File: config.mk
export PLATFORM = sky130hd
export DESIGN_NAME = wb_stage_ctrl
export DESIGN_NICKNAME = d
export VERILOG_FILES = /design/src/rtl/wb_pkg.sv /design/src/rtl/wb_decode.sv /design/src/rtl/wb_stage_ctrl.sv
export SDC_FILE = /design/constraint.sdc
export NUM_CORES = 1
export LEC_CHECK = 0
export CAP_MARGIN = 15
export CORE_AREA = 2 2 95 134
export CTS_CLUSTER_DIAMETER = 120
export DETAILED_ROUTE_END_ITERATION = 8
export DIE_AREA = 0 0 97 136
export PLACE_DENSITY = 0.83
export RECOVER_POWER = 25
export SYNTH_ARGS = -nofsm -noshare
export SYNTH_HDL_FRONTEND = slang
export SYNTH_SLANG_ARGS = --single-unit
File: constraint.sdc
create_clock -name clk -period 9.1 [get_ports clk]
set_input_delay 2.73 -clock clk [delete_from_list [all_inputs] [get_ports clk]]
set_output_delay 2.73 -clock clk [all_outputs]
set_load 0.01 [all_outputs]
File: src/rtl/wb_pkg.sv
// Shared encodings for the MEM/WB stage: opcodes, write-back source/destination,
// load sizes, FSM states and the decoded-instruction struct.
package wb_pkg;

  localparam logic [5:0] OP_RTYPE = 6'b000000;
  localparam logic [5:0] OP_ORI   = 6'b001101;
  localparam logic [5:0] OP_LUI   = 6'b001111;
  localparam logic [5:0] OP_LW    = 6'b100011;
  localparam logic [5:0] OP_LH    = 6'b100001;
  localparam logic [5:0] OP_LB    = 6'b100000;
  localparam logic [5:0] OP_JAL   = 6'b000011;

  localparam logic [5:0] FN_ADDU  = 6'b100001;
  localparam logic [5:0] FN_SUBU  = 6'b100011;
  localparam logic [5:0] FN_SLL   = 6'b000000;
  localparam logic [5:0] FN_JR    = 6'b001000;
  localparam logic [5:0] FN_JALR  = 6'b001001;

  typedef enum logic [1:0] {SRC_ALU = 2'd0, SRC_MEM = 2'd1, SRC_LINK = 2'd2} wbSrcT;
  typedef enum logic [1:0] {DST_RT = 2'd0, DST_RD = 2'd1, DST_RA = 2'd2} wbDstT;
  typedef enum logic [1:0] {LS_W = 2'd0, LS_H = 2'd1, LS_B = 2'd2} loadSizeT;
  typedef enum logic [1:0] {ST_EMPTY = 2'd0, ST_EXEC = 2'd1, ST_WAIT_LOAD = 2'd2} stateT;

  typedef struct packed {
    logic     we;
    wbSrcT    src;
    wbDstT    dst;
    logic     isLoad;
    loadSizeT loadSize;
  } decT;

endpackage

File: src/rtl/wb_decode.sv
// Combinational op/funct decoder for the write-back stage.
module wb_decode
  import wb_pkg::*;
(
  input  logic [5:0] op,
  input  logic [5:0] funct,
  output decT        dec
);

  always_comb begin
    dec = '{we: 1'b0, src: SRC_ALU, dst: DST_RT, isLoad: 1'b0, loadSize: LS_W};
    case (op)
      OP_RTYPE: begin
        case (funct)
          FN_ADDU, FN_SUBU, FN_SLL: begin
            dec.we  = 1'b1;
            dec.dst = DST_RD;
          end
          FN_JALR: begin
            dec.we  = 1'b1;
            dec.src = SRC_LINK;
            dec.dst = DST_RD;
          end
          default: ;  // jr and unknown functs retire without a write
        endcase
      end
      OP_ORI, OP_LUI: dec.we = 1'b1;
      OP_LW, OP_LH, OP_LB: begin
        dec.we       = 1'b1;
        dec.src      = SRC_MEM;
        dec.isLoad   = 1'b1;
        dec.loadSize = (op == OP_LW) ? LS_W : (op == OP_LH) ? LS_H : LS_B;
      end
      OP_JAL: begin
        dec.we  = 1'b1;
        dec.src = SRC_LINK;
        dec.dst = DST_RA;
      end
      default: ;
    endcase
  end

endmodule

File: src/rtl/wb_stage_ctrl.sv
// Registered MEM/WB stage: holds one instruction, waits for load data, drives the RF write port.
// Optional perf counters (retire_cnt/stall_cnt) are built when WB_PERF_CNT_EN is defined.
module wb_stage_ctrl
  import wb_pkg::*;
#(
  parameter int DATA_W      = 32,
  parameter int REG_AW      = 5,
  parameter int LINK_OFFSET = 8
) (
  input  logic              clk,
  input  logic              reset,
  input  logic              in_valid,
  output logic              in_ready,
  input  logic              flush,
  input  logic [5:0]        op,
  input  logic [5:0]        funct,
  input  logic [REG_AW-1:0] rt,
  input  logic [REG_AW-1:0] rd,
  input  logic [DATA_W-1:0] pc,
  input  logic [DATA_W-1:0] alu_result,
  input  logic              mem_rvalid,
  input  logic [DATA_W-1:0] mem_rdata,
  output logic              reg_we,
  output logic [REG_AW-1:0] reg_waddr,
  output logic [DATA_W-1:0] reg_wdata,
  output logic              retire,
  output logic [31:0]       retire_cnt,
  output logic [31:0]       stall_cnt
);

  stateT             state;
  decT               dec;
  logic              capture;
  logic [REG_AW-1:0] dstAddr;

  logic              hWe;
  wbSrcT             hSrc;
  loadSizeT          hSize;
  logic [REG_AW-1:0] hWaddr;
  logic [DATA_W-1:0] hAlu;
  logic [DATA_W-1:0] hLink;

  logic [7:0]        byteSel;
  logic [15:0]       halfSel;
  logic [DATA_W-1:0] loadData;

  wb_decode uDecode (.op(op), .funct(funct), .dec(dec));

  assign in_ready = (state != ST_WAIT_LOAD) | mem_rvalid;
  assign capture  = in_valid & in_ready & ~flush;

  always_comb begin
    case (dec.dst)
      DST_RD:  dstAddr = rd;
      DST_RA:  dstAddr = REG_AW'(31);
      default: dstAddr = rt;
    endcase
  end

  // Zero-register suppression is resolved at capture so outputs stay a pure function of held state.
  always_ff @(posedge clk or negedge reset) begin
    if (!reset) begin
      state  <= ST_EMPTY;
      hWe    <= 1'b0;
      hSrc   <= SRC_ALU;
      hSize  <= LS_W;
      hWaddr <= '0;
      hAlu   <= '0;
      hLink  <= '0;
    end else if (flush) begin
      state <= ST_EMPTY;
    end else if (capture) begin
      state  <= dec.isLoad ? ST_WAIT_LOAD : ST_EXEC;
      hWe    <= dec.we & (dstAddr != '0);
      hSrc   <= dec.src;
      hSize  <= dec.loadSize;
      hWaddr <= dstAddr;
      hAlu   <= alu_result;
      hLink  <= pc + DATA_W'(LINK_OFFSET);
    end else if (state == ST_EXEC || (state == ST_WAIT_LOAD && mem_rvalid)) begin
      state <= ST_EMPTY;
    end
  end

  // Little-endian lane select from the captured byte offset.
  always_comb begin
    case (hAlu[1:0])
      2'd0:    byteSel = mem_rdata[7:0];
      2'd1:    byteSel = mem_rdata[15:8];
      2'd2:    byteSel = mem_rdata[23:16];
      default: byteSel = mem_rdata[31:24];
    endcase
    halfSel = hAlu[1] ? mem_rdata[31:16] : mem_rdata[15:0];
    case (hSize)
      LS_H:    loadData = {{(DATA_W-16){halfSel[15]}}, halfSel};
      LS_B:    loadData = {{(DATA_W-8){byteSel[7]}}, byteSel};
      default: loadData = mem_rdata;
    endcase
  end

  always_comb begin
    case (hSrc)
      SRC_MEM:  reg_wdata = loadData;
      SRC_LINK: reg_wdata = hLink;
      default:  reg_wdata = hAlu;
    endcase
    case (state)
      ST_EXEC: begin
        reg_we = hWe;
        retire = 1'b1;
      end
      ST_WAIT_LOAD: begin
        reg_we = hWe & mem_rvalid & ~flush;
        retire = mem_rvalid & ~flush;
      end
      default: begin
        reg_we = 1'b0;
        retire = 1'b0;
      end
    endcase
  end

  assign reg_waddr = hWaddr;

`ifdef WB_PERF_CNT_EN
  always_ff @(posedge clk or negedge reset) begin
    if (!reset) begin
      retire_cnt <= '0;
      stall_cnt  <= '0;
    end else begin
      if (retire) retire_cnt <= retire_cnt + 32'd1;
      if (state == ST_WAIT_LOAD && !mem_rvalid) stall_cnt <= stall_cnt + 32'd1;
    end
  end
`else
  assign retire_cnt = '0;
  assign stall_cnt  = '0;
`endif

endmodule

==> results of run 1 <==
[Yosys cell counts (4+ instances only)]
library cell,n,share of area (%)
sky130_fd_sc_hd__buf_4,65,9.2
sky130_fd_sc_hd__or3_1,7,0.82
sky130_fd_sc_hd__a221o_1,7,1.3
sky130_fd_sc_hd__nand4_1,5,0.59
sky130_fd_sc_hd__o21ai_0,49,4.6
sky130_fd_sc_hd__o31ai_1,11,1.6
sky130_fd_sc_hd__a31oi_1,23,2.7
sky130_fd_sc_hd__nand3_1,13,1.2
sky130_fd_sc_hd__a22oi_1,17,2.4
sky130_fd_sc_hd__nor3_1,4,0.38
sky130_fd_sc_hd__a221oi_1,8,1.3
sky130_fd_sc_hd__dfrtp_1,76,36
sky130_fd_sc_hd__inv_1,23,1.6
sky130_fd_sc_hd__clkbuf_1,35,2.5
sky130_fd_sc_hd__ha_1,9,2.1
sky130_fd_sc_hd__nor4_1,5,0.59
sky130_fd_sc_hd__nor2b_1,21,2.5
sky130_fd_sc_hd__and3_1,4,0.47
sky130_fd_sc_hd__a211oi_1,4,0.56
sky130_fd_sc_hd__and2_1,4,0.47
sky130_fd_sc_hd__a21oi_1,25,2.4
sky130_fd_sc_hd__nand2_1,154,11
sky130_fd_sc_hd__buf_1,4,0.28
sky130_fd_sc_hd__nor2_1,37,2.6
sky130_fd_sc_hd__mux2_2,9,1.9
sky130_fd_sc_hd__xnor2_1,12,2.0
sky130_fd_sc_hd__or4_1,10,1.4
sky130_fd_sc_hd__a21o_1,11,1.6
sky130_fd_sc_hd__o211ai_1,7,0.99
[metal layers]
layer | GRT usage, % | wire length, um | share of wire [%]
met1 | 28.27 | 6260 | 40
met3 | 4.936 | 1167 | 7.4
met4 | 7.590 | 325 | 2.1
met5 | 0 | 0 | 0
met2 | 41.32 | 7962 | 51
[metrics by stage]
stage	setup WS (ps)	area [um^2]	cells	hold slack (ps)	power [W]
3_3_place_gp	1559	6765	957	458.5	0.0007109
5_1_grt	1435	7032	973	504.2	0.001089
6_report	1521	7032	973	477.0	0.001034
3_5_place_dp	1553	6765	957	462.8	0.0007164
2_1_floorplan	2317	5558	745	445.5	0.0005732
4_1_cts	1547	7036	973	478.0	0.001041
[registers in the layout (all words and copies together), names as in the netlist]
| signal | cells |
|---|---|
| hLink | 32 |
| state | 2 |
| hSize | 2 |
| hWe | 1 |
| hAlu | 32 |
| hSrc | 2 |
| reg_waddr | 5 |
[tightest hold or removal path, delay by kind of cell, from the launching register on]
family / cells / cell delay [ps]
DFF: 1 / 340
and+or+nand+nor: 2 / 100
[final cells by class]
| class | instances | area [um^2] |
|---|---|---|
| fill | 1103 | 5040 |
| multi-input combinational | 540 | 2925 |
| sequential | 76 | 1902 |
| timing repair buffer | 168 | 1660 |
| clock buffer | 10 | 229.0 |
| tap | 150 | 187.7 |
| inverter | 23 | 86.33 |
| clock inverter | 6 | 41.29 |
[how the worst max path moves through the flow]
stage	cells after the start	to	slack, ps
6_report	7	reg_wdata[13]	1520
5_1_grt	7	reg_wdata[9]	1430
4_1_cts	7	reg_wdata[8]	1550
3_5_place_dp	7	reg_wdata[8]	1550
3_3_place_gp	7	reg_wdata[13]	1560
2_1_floorplan	4	reg_wdata[10]	2320
[power by group through the flow]
stage | Sequential (W) | Combinational (W) | Clock, W
6_report | 0.000409 | 0.000302 | 0.000323
5_1_grt | 0.000414 | 0.000332 | 0.000343
4_1_cts | 0.000408 | 0.000303 | 0.000329
3_5_place_dp | 0.000414 | 0.000302 | 0
3_3_place_gp | 0.000412 | 0.000298 | 0
2_1_floorplan | 0.000404 | 0.000169 | 0
[kinds of logic after synthesis]
family                     count (synthesis)  share of synthesized area, %
AOI/OAI and AO/OA                        172                         20.93
adders and majority gates                  9                         2.116
muxes                                      9                         1.905
DFF                                       76                         35.74
xor gates and xnor gates                  14                         2.304
and+or+nand+nor                          272                         23.09
other                                      1                       0.07047
buffers and inverters                    129                         13.85
==> summary.md, run 1 <==
| Metric | Value |
|---|---|
| Synthesis-stage register bit count | `76` |
| Yosys warning count | `0` |
| Total die area | `13190 um^2` |
| Cell leakage power | `2.971 nW` |
| CTS H-tree depth | `3` |
| Post-CTS sizing | `0` |
| Area Overhead vs Synth | `32.14%` |
| CP Data Required Time | `6370 ps` |
| 1st-pass router iterations | `7` |
| Std cell rows | `48` |
| Clock-pin slew on the worst setup and hold paths | `60 ps` |
| HPWL reported at the end of detailed placement | `11.70 mm` |
| Total standard cell area after synthesis | `5321 um^2` |
| Count of different cell masters after synthesis | `46` |
| Highest cell delay on the worst timing path | `480 ps` |
| Critical path class | `primary input to primary output` |
| Proportion of register bits with asynchronous set or reset after synthesis | `100.0%` |
| DIE WIDTH | `97 um` |
| Most frequent cells in the layout | `sky130_fd_sc_hd__clkdlybuf4s50_1 (161), sky130_fd_sc_hd__nand2_1 (154), sky130_fd_sc_hd__dfrtp_1 (76)` |
| Startpoint Class | `primary input` |
| Worst hold path class | `flip-flop to flip-flop` |
| Worst r2r path cells | `7` |
| Portion of total power attributed to combinational logic | `29.2%` |
| Tightest Pin Transition | `3972 ps` |
| Global-route wire length before repair | `24.42 mm` |
| Design internal power | `0.0007172 W` |
| Number of max-slew violations in the final report | `77` |
| Setup slack on the worst flop-to-flop path | `7060 ps` |
| Final nets | `950` |
| Setup repair after global routing missed its margin | `no` |
| Number of cells produced by synthesis | `682` |
| Fraction of the core area covered by cells at the end of the flow | `58.25%` |
| CTS buffer count | `9` |
| Power per unit of standard cell area | `147.1 nW/um^2` |
| Total global routing overflow | `0` |
| Final Critical Period | `7579 ps` |
| Critical-path cell with the highest stage delay | `sky130_fd_sc_hd__clkdlybuf4s50_1` |
| Core area | `12070 um^2` |
| Crit path arrival time | `4850 ps` |
| Achievable frequency | `131.9 MHz` |
| Share of final-layout standard cells stronger than drive strength 1 | `4.496%` |
| Routed Wire Length | `15.72 mm` |
| Vias in the first global route | `4768` |
| Ant. Diodes | `0` |
| Cells along the critical path | `clkdlybuf4s50_1 -> mux2_2 -> a221oi_1 -> buf_4 -> a221oi_1 -> a221o_1 -> clkdlybuf4s50_1` |
| Number of synthesized flops with an enable pin | `0` |
| R2R Path End | `hWe$_DFFE_PN0P_` |
| Largest net degree at the start of global routing | `79` |
| DRC marker count from the first detailed-route iteration | `266` |
| Starting density of the core | `44.08%` |
| Fraction of power consumed by the clock network | `31.2%` |
| Total buffers and inverters traversed by the critical path | `3` |
| Type of destination of the critical path | `primary output` |
| CP top delay family | `buffers and inverters` |
| Clock tree from TritonCTS | `done` |
| Via density | `5.296` |
| Commonest non-fill, non-tap cell in the layout | `sky130_fd_sc_hd__clkdlybuf4s50_1` |
| Number of cells on the worst hold path | `2` |
| TritonCTS sink count | `76` |
| Height of the chip | `136 um` |
| Number of buffers on the longest clock path | `2` |
| Remaining design rule violation count | `0` |
| Final cycle utilization of the critical path | `83.29%` |
| Routed WL per cell | `16.15 um` |
| Max_cap viols | `1` |
| Final hold violation count | `0` |
| Fraction of the yosys area taken by sequential cells | `35.74%` |
| Initial antenna violation count | `0` |
| Worst-case vdd ir drop | `0.08563 mV` |
| Switching part of the total power | `30.65%` |
| Syn Area/Cell | `7.803 um^2` |
| Maximum net fanout on the critical path | `7` |
| Status | `finished, violations left` |
| Final count of negative-setup-slack endpoints | `0` |
| Failing checks | `capacitance limit, slew limit` |
| Setup Fix Bufs, Post-CTS | `0` |
| Cts-stage hold buffer count | `0` |
| Clock root buffer master | `sky130_fd_sc_hd__clkbuf_16` |
| End of the worst hold path | `reg_waddr[3]$_DFFE_PN0P_` |
| # IOs | `227` |
| Clock latency on the worst-skew pair | `330 ps` |
| Part of the power in registers | `39.5%` |
| Start point of the worst min-delay path | `reg_waddr[3]$_DFFE_PN0P_` |
| Worst-case clock skew | `3.953 ps` |
| Total via count in the routed design | `5153` |
| Critical Path Start | `mem_rdata[23]` |
| Worst flop-to-flop path startpoint | `state[0]$_DFFE_PN0P_` |
| IO buf count | `162` |
| Commonest register cell after synthesis | `sky130_fd_sc_hd__dfrtp_1` |
| Routed Antenna Nets | `0` |
| Routability cong. | `0.8944` |
| Relative max-transition margin | `-164.8%` |
| Fin Setup TNS | `0 ps` |
| Global-route total usage across every layer | `23.31%` |
| Net switching component of the power | `0.0003170 W` |
No activity file was read; power rests on OpenSTA's default activity.
==> inputs of run 2 (changes only) <==
--- a/config.mk
+++ b/config.mk
@@ -6,11 +6,11 @@
 export NUM_CORES = 1
 export LEC_CHECK = 0
 export CAP_MARGIN = 15
-export CORE_AREA = 2 2 95 134
+export CORE_AREA = 2 2 102 144
 export CTS_CLUSTER_DIAMETER = 120
 export DETAILED_ROUTE_END_ITERATION = 8
-export DIE_AREA = 0 0 97 136
-export PLACE_DENSITY = 0.83
+export DIE_AREA = 0 0 104 146
+export PLACE_DENSITY = 0.76
 export RECOVER_POWER = 25
 export SYNTH_ARGS = -nofsm -noshare
 export SYNTH_HDL_FRONTEND = slang
==> constraint.sdc (replaced) <==
create_clock -name clk -period 6.8 [get_ports clk]
set_input_delay 2.04 -clock clk [delete_from_list [all_inputs] [get_ports clk]]
set_output_delay 2.04 -clock clk [all_outputs]
set_load 0.01 [all_outputs]
==> run 2 against run 1 <==
The run still ends with capacitance limit, slew limit left. Critical path type unchanged. Core utilization fell by 6.7 points. Via count rose by 1.0%. Routed wire length rose by 6.8%.
==> summary.md, run 2 (same netlist as run 1, synthesis figures left out) <==
| Metric | Value |
|---|---|
| Status | `finished, violations left` |
| Failing checks | `capacitance limit, slew limit` |
| Worst-case vdd ir drop | `0.09988 mV (+17%)` |
| Power per unit of standard cell area | `204.8 nW/um^2 (+39%)` |
| Total via count in the routed design | `5207 (+1.0%)` |
| Crit path setup slack, layout | `635.3 ps (-885.2 ps)` |
| Net switching component of the power | `0.0004242 W (+34%)` |
| Startpoint Class | `primary input` |
| Core area | `13780 um^2 (+14%)` |
| Part of the power in registers | `37.7% (-1.8 points)` |
| Met3 global-route usage | `3.762% (-1.2 points)` |
| Clock tree from TritonCTS | `done` |
| Clock root buffer master | `sky130_fd_sc_hd__clkbuf_16` |
| Relative max-transition margin | `-174.6% (-9.8 points)` |
| Achievable frequency | `162.2 MHz` |
| CP Data Required Time | `4760 ps (-1610 ps)` |
| Final count of negative-setup-slack endpoints | `0 (unchanged)` |
| Final cycle utilization of the critical path | `90.66%` |
| Clock latency on the worst-skew pair | `330 ps (about the same)` |
| TritonCTS sink count | `76 (unchanged)` |
| Routed Antenna Nets | `0 (unchanged)` |
| Clock-pin slew on the worst setup and hold paths | `60 ps (about the same)` |
| Setup Fix Bufs, Post-CTS | `0 (unchanged)` |
| Largest net degree at the start of global routing | `77 (-2.5%)` |
| Ant. Diodes | `0 (unchanged)` |
| Starting density of the core | `38.61% (-5.5 points)` |
| Endpoint of the most critical setup path | `reg_wdata[8]` |
| Maximum net fanout on the critical path | `7 (unchanged)` |
| Via density | `5.171 (-2.4%)` |
| Number of max-slew violations in the final report | `77 (unchanged)` |
| Max_cap viols | `1 (unchanged)` |
| Setup slack on the worst flop-to-flop path | `4290 ps (-2770 ps)` |
| Height of the chip | `146 um (+7.4%)` |
| R2R Path End | `hWe$_DFFE_PN0P_` |
| Final hold violation count | `0 (unchanged)` |
| Routed WL per cell | `16.66 um (+3.2%)` |
| Tightest Pin Transition | `4119 ps (+147.4 ps)` |
| Overall power after layout | `0.001457 W (+41%)` |
| Critical-path cell with the highest stage delay | `sky130_fd_sc_hd__clkdlybuf4s50_1` |
| Routability cong. | `0.9577 (+7.1%)` |
| Global-route total usage across every layer | `21.64% (-1.7 points)` |
| # IOs | `227 (unchanged)` |
| Worst hold path class | `flip-flop to flip-flop` |
| Setup repair after global routing missed its margin | `no` |
| HPWL reported at the end of detailed placement | `12.53 mm (+7.1%)` |
| 1st-pass router iterations | `5 (-2)` |
| Cells along the critical path | `clkdlybuf4s50_1 -> mux2_2 -> a221oi_1 -> buf_4 -> a221oi_1 -> a221o_1 -> clkdlybuf4s50_1` |
| Worst r2r path cells | `7 (unchanged)` |
| DIE WIDTH | `104 um (+7.2%)` |
| Cts-stage hold buffer count | `0 (unchanged)` |
| Cell leakage power | `2.994 nW (+0.80%)` |
| Fraction of power consumed by the clock network | `34.2% (+3.0 points)` |
| Worst-case clock skew | `4.059 ps (+0.1054 ps)` |
| Fin Setup TNS | `0 ps (unchanged)` |
| Switching part of the total power | `29.12% (-1.5 points)` |
| Design internal power | `0.001032 W (+44%)` |
| Initial antenna violation count | `0 (unchanged)` |
| Most frequent cells in the layout | `sky130_fd_sc_hd__clkdlybuf4s50_1 (161), sky130_fd_sc_hd__nand2_1 (154), sky130_fd_sc_hd__dfrtp_1 (76)` |
| Global-route wire length before repair | `26.01 mm (+6.5%)` |
| Share of final-layout standard cells stronger than drive strength 1 | `4.380% (-0.12 points)` |
| Worst flop-to-flop path startpoint | `state[0]$_DFFE_PN0P_` |
| Critical path class | `primary input to primary output` |
| DRC marker count from the first detailed-route iteration | `246 (-7.5%)` |
| CTS buffer count | `9 (unchanged)` |
| Routed Wire Length | `16.78 mm (+6.8%)` |
| Fraction of the core area covered by cells at the end of the flow | `51.60% (-6.7 points)` |
| Total global routing overflow | `0 (unchanged)` |
| IO buf count | `162 (unchanged)` |
| Pre-CTS worst setup slack | `665.8 ps (-886.8 ps)` |
| Post-CTS sizing | `0 (unchanged)` |
| Final Critical Period | `6165 ps` |
| Global routing usage on met2 | `37.96% (-3.4 points)` |
| Highest cell delay on the worst timing path | `490 ps (about the same)` |
| Area Overhead vs Synth | `33.65%` |
| Total die area | `15180 um^2 (+15%)` |
| Crit path arrival time | `4120 ps (-730 ps)` |
| Std cell rows | `51 (+6.3%)` |
| Most crowded layer after global routing | `met2` |
| Critical Path Start | `mem_rdata[7]` |
| Remaining design rule violation count | `0 (unchanged)` |
| Vias in the first global route | `4988 (+4.6%)` |
| Number of buffers on the longest clock path | `2 (unchanged)` |
| Type of destination of the critical path | `primary output` |
| Commonest non-fill, non-tap cell in the layout | `sky130_fd_sc_hd__clkdlybuf4s50_1` |
| Final nets | `950 (unchanged)` |
| Portion of total power attributed to combinational logic | `28.1% (-1.1 points)` |
| Global-route met1 utilization | `25.60% (-2.7 points)` |
| CTS H-tree depth | `3 (unchanged)` |
## run 2: changes by cell type in the layout (fill, tap and decap cells not counted), sizes merged
cell	before	now
bufinv	0	2
clkinv	3	2
clkinvlp	3	1
## run 2: how the worst min path moves through the flow
| stage | slack (ps) | startpoint | endpoint | depth (start not counted) |
|---|---|---|---|---|
| 6_report | 470 | reg_waddr[2]$_DFFE_PN0P_ | reg_waddr[2]$_DFFE_PN0P_ | 2 |
| 3_5_place_dp | 460 | hAlu[16]$_DFFE_PN0P_ | hAlu[16]$_DFFE_PN0P_ | 2 |
| 3_3_place_gp | 460 | hAlu[23]$_DFFE_PN0P_ | hAlu[23]$_DFFE_PN0P_ | 2 |
| 2_1_floorplan | 450 | hAlu[27]$_DFFE_PN0P_ | hAlu[27]$_DFFE_PN0P_ | 2 |
| 5_1_grt | 510 | hAlu[20]$_DFFE_PN0P_ | hAlu[20]$_DFFE_PN0P_ | 2 |
| 4_1_cts | 480 | hAlu[16]$_DFFE_PN0P_ | hAlu[16]$_DFFE_PN0P_ | 2 |
## run 2: stage by stage
| step | hold slack [ps] | area (um^2) | instances |
|---|---|---|---|
| after CTS | 477.9 | 7116 | 1007 |
| after floorplan | 445.5 | 5558 | 745 |
| after global routing | 508.0 | 7112 | 1007 |
| after global placement | 458.4 | 6809 | 992 |
| after detailed placement | 463.9 | 6809 | 992 |
| final | 474.8 | 7112 | 1007 |
## run 2: routing by layer
metal	wire length, um	part of all wire (%)
met5	0	0
met2	8433	50
met4	539	3.2
met1	6699	40
met3	1108	6.6
## run 2: worst max-delay path, delay by kind of cell
family	cells	cell delay, ps
AOI/OAI and AO/OA	3	670
buffers and inverters	3	1110
muxes	1	290
## run 2: power by group through the flow
stage	combinational (W)	sequential, W	clock [W]
2_1_floorplan	0.000226	0.000541	0
3_3_place_gp	0.000403	0.000554	0
3_5_place_dp	0.000408	0.000556	0
4_1_cts	0.000410	0.000549	0.000509
5_1_grt	0.000447	0.000556	0.000531
6_report	0.000409	0.000549	0.000499
## run 2: cell type report
cell class              count  area (um^2)
clock inverters             5        77.57
repair buffers            168         1660
flip-flops and latches     76         1902
multi-input cells         540         2925
clock buffers              10        229.0
fillers                  1378         6671
well taps                 185        231.5
inverters                  23        86.33
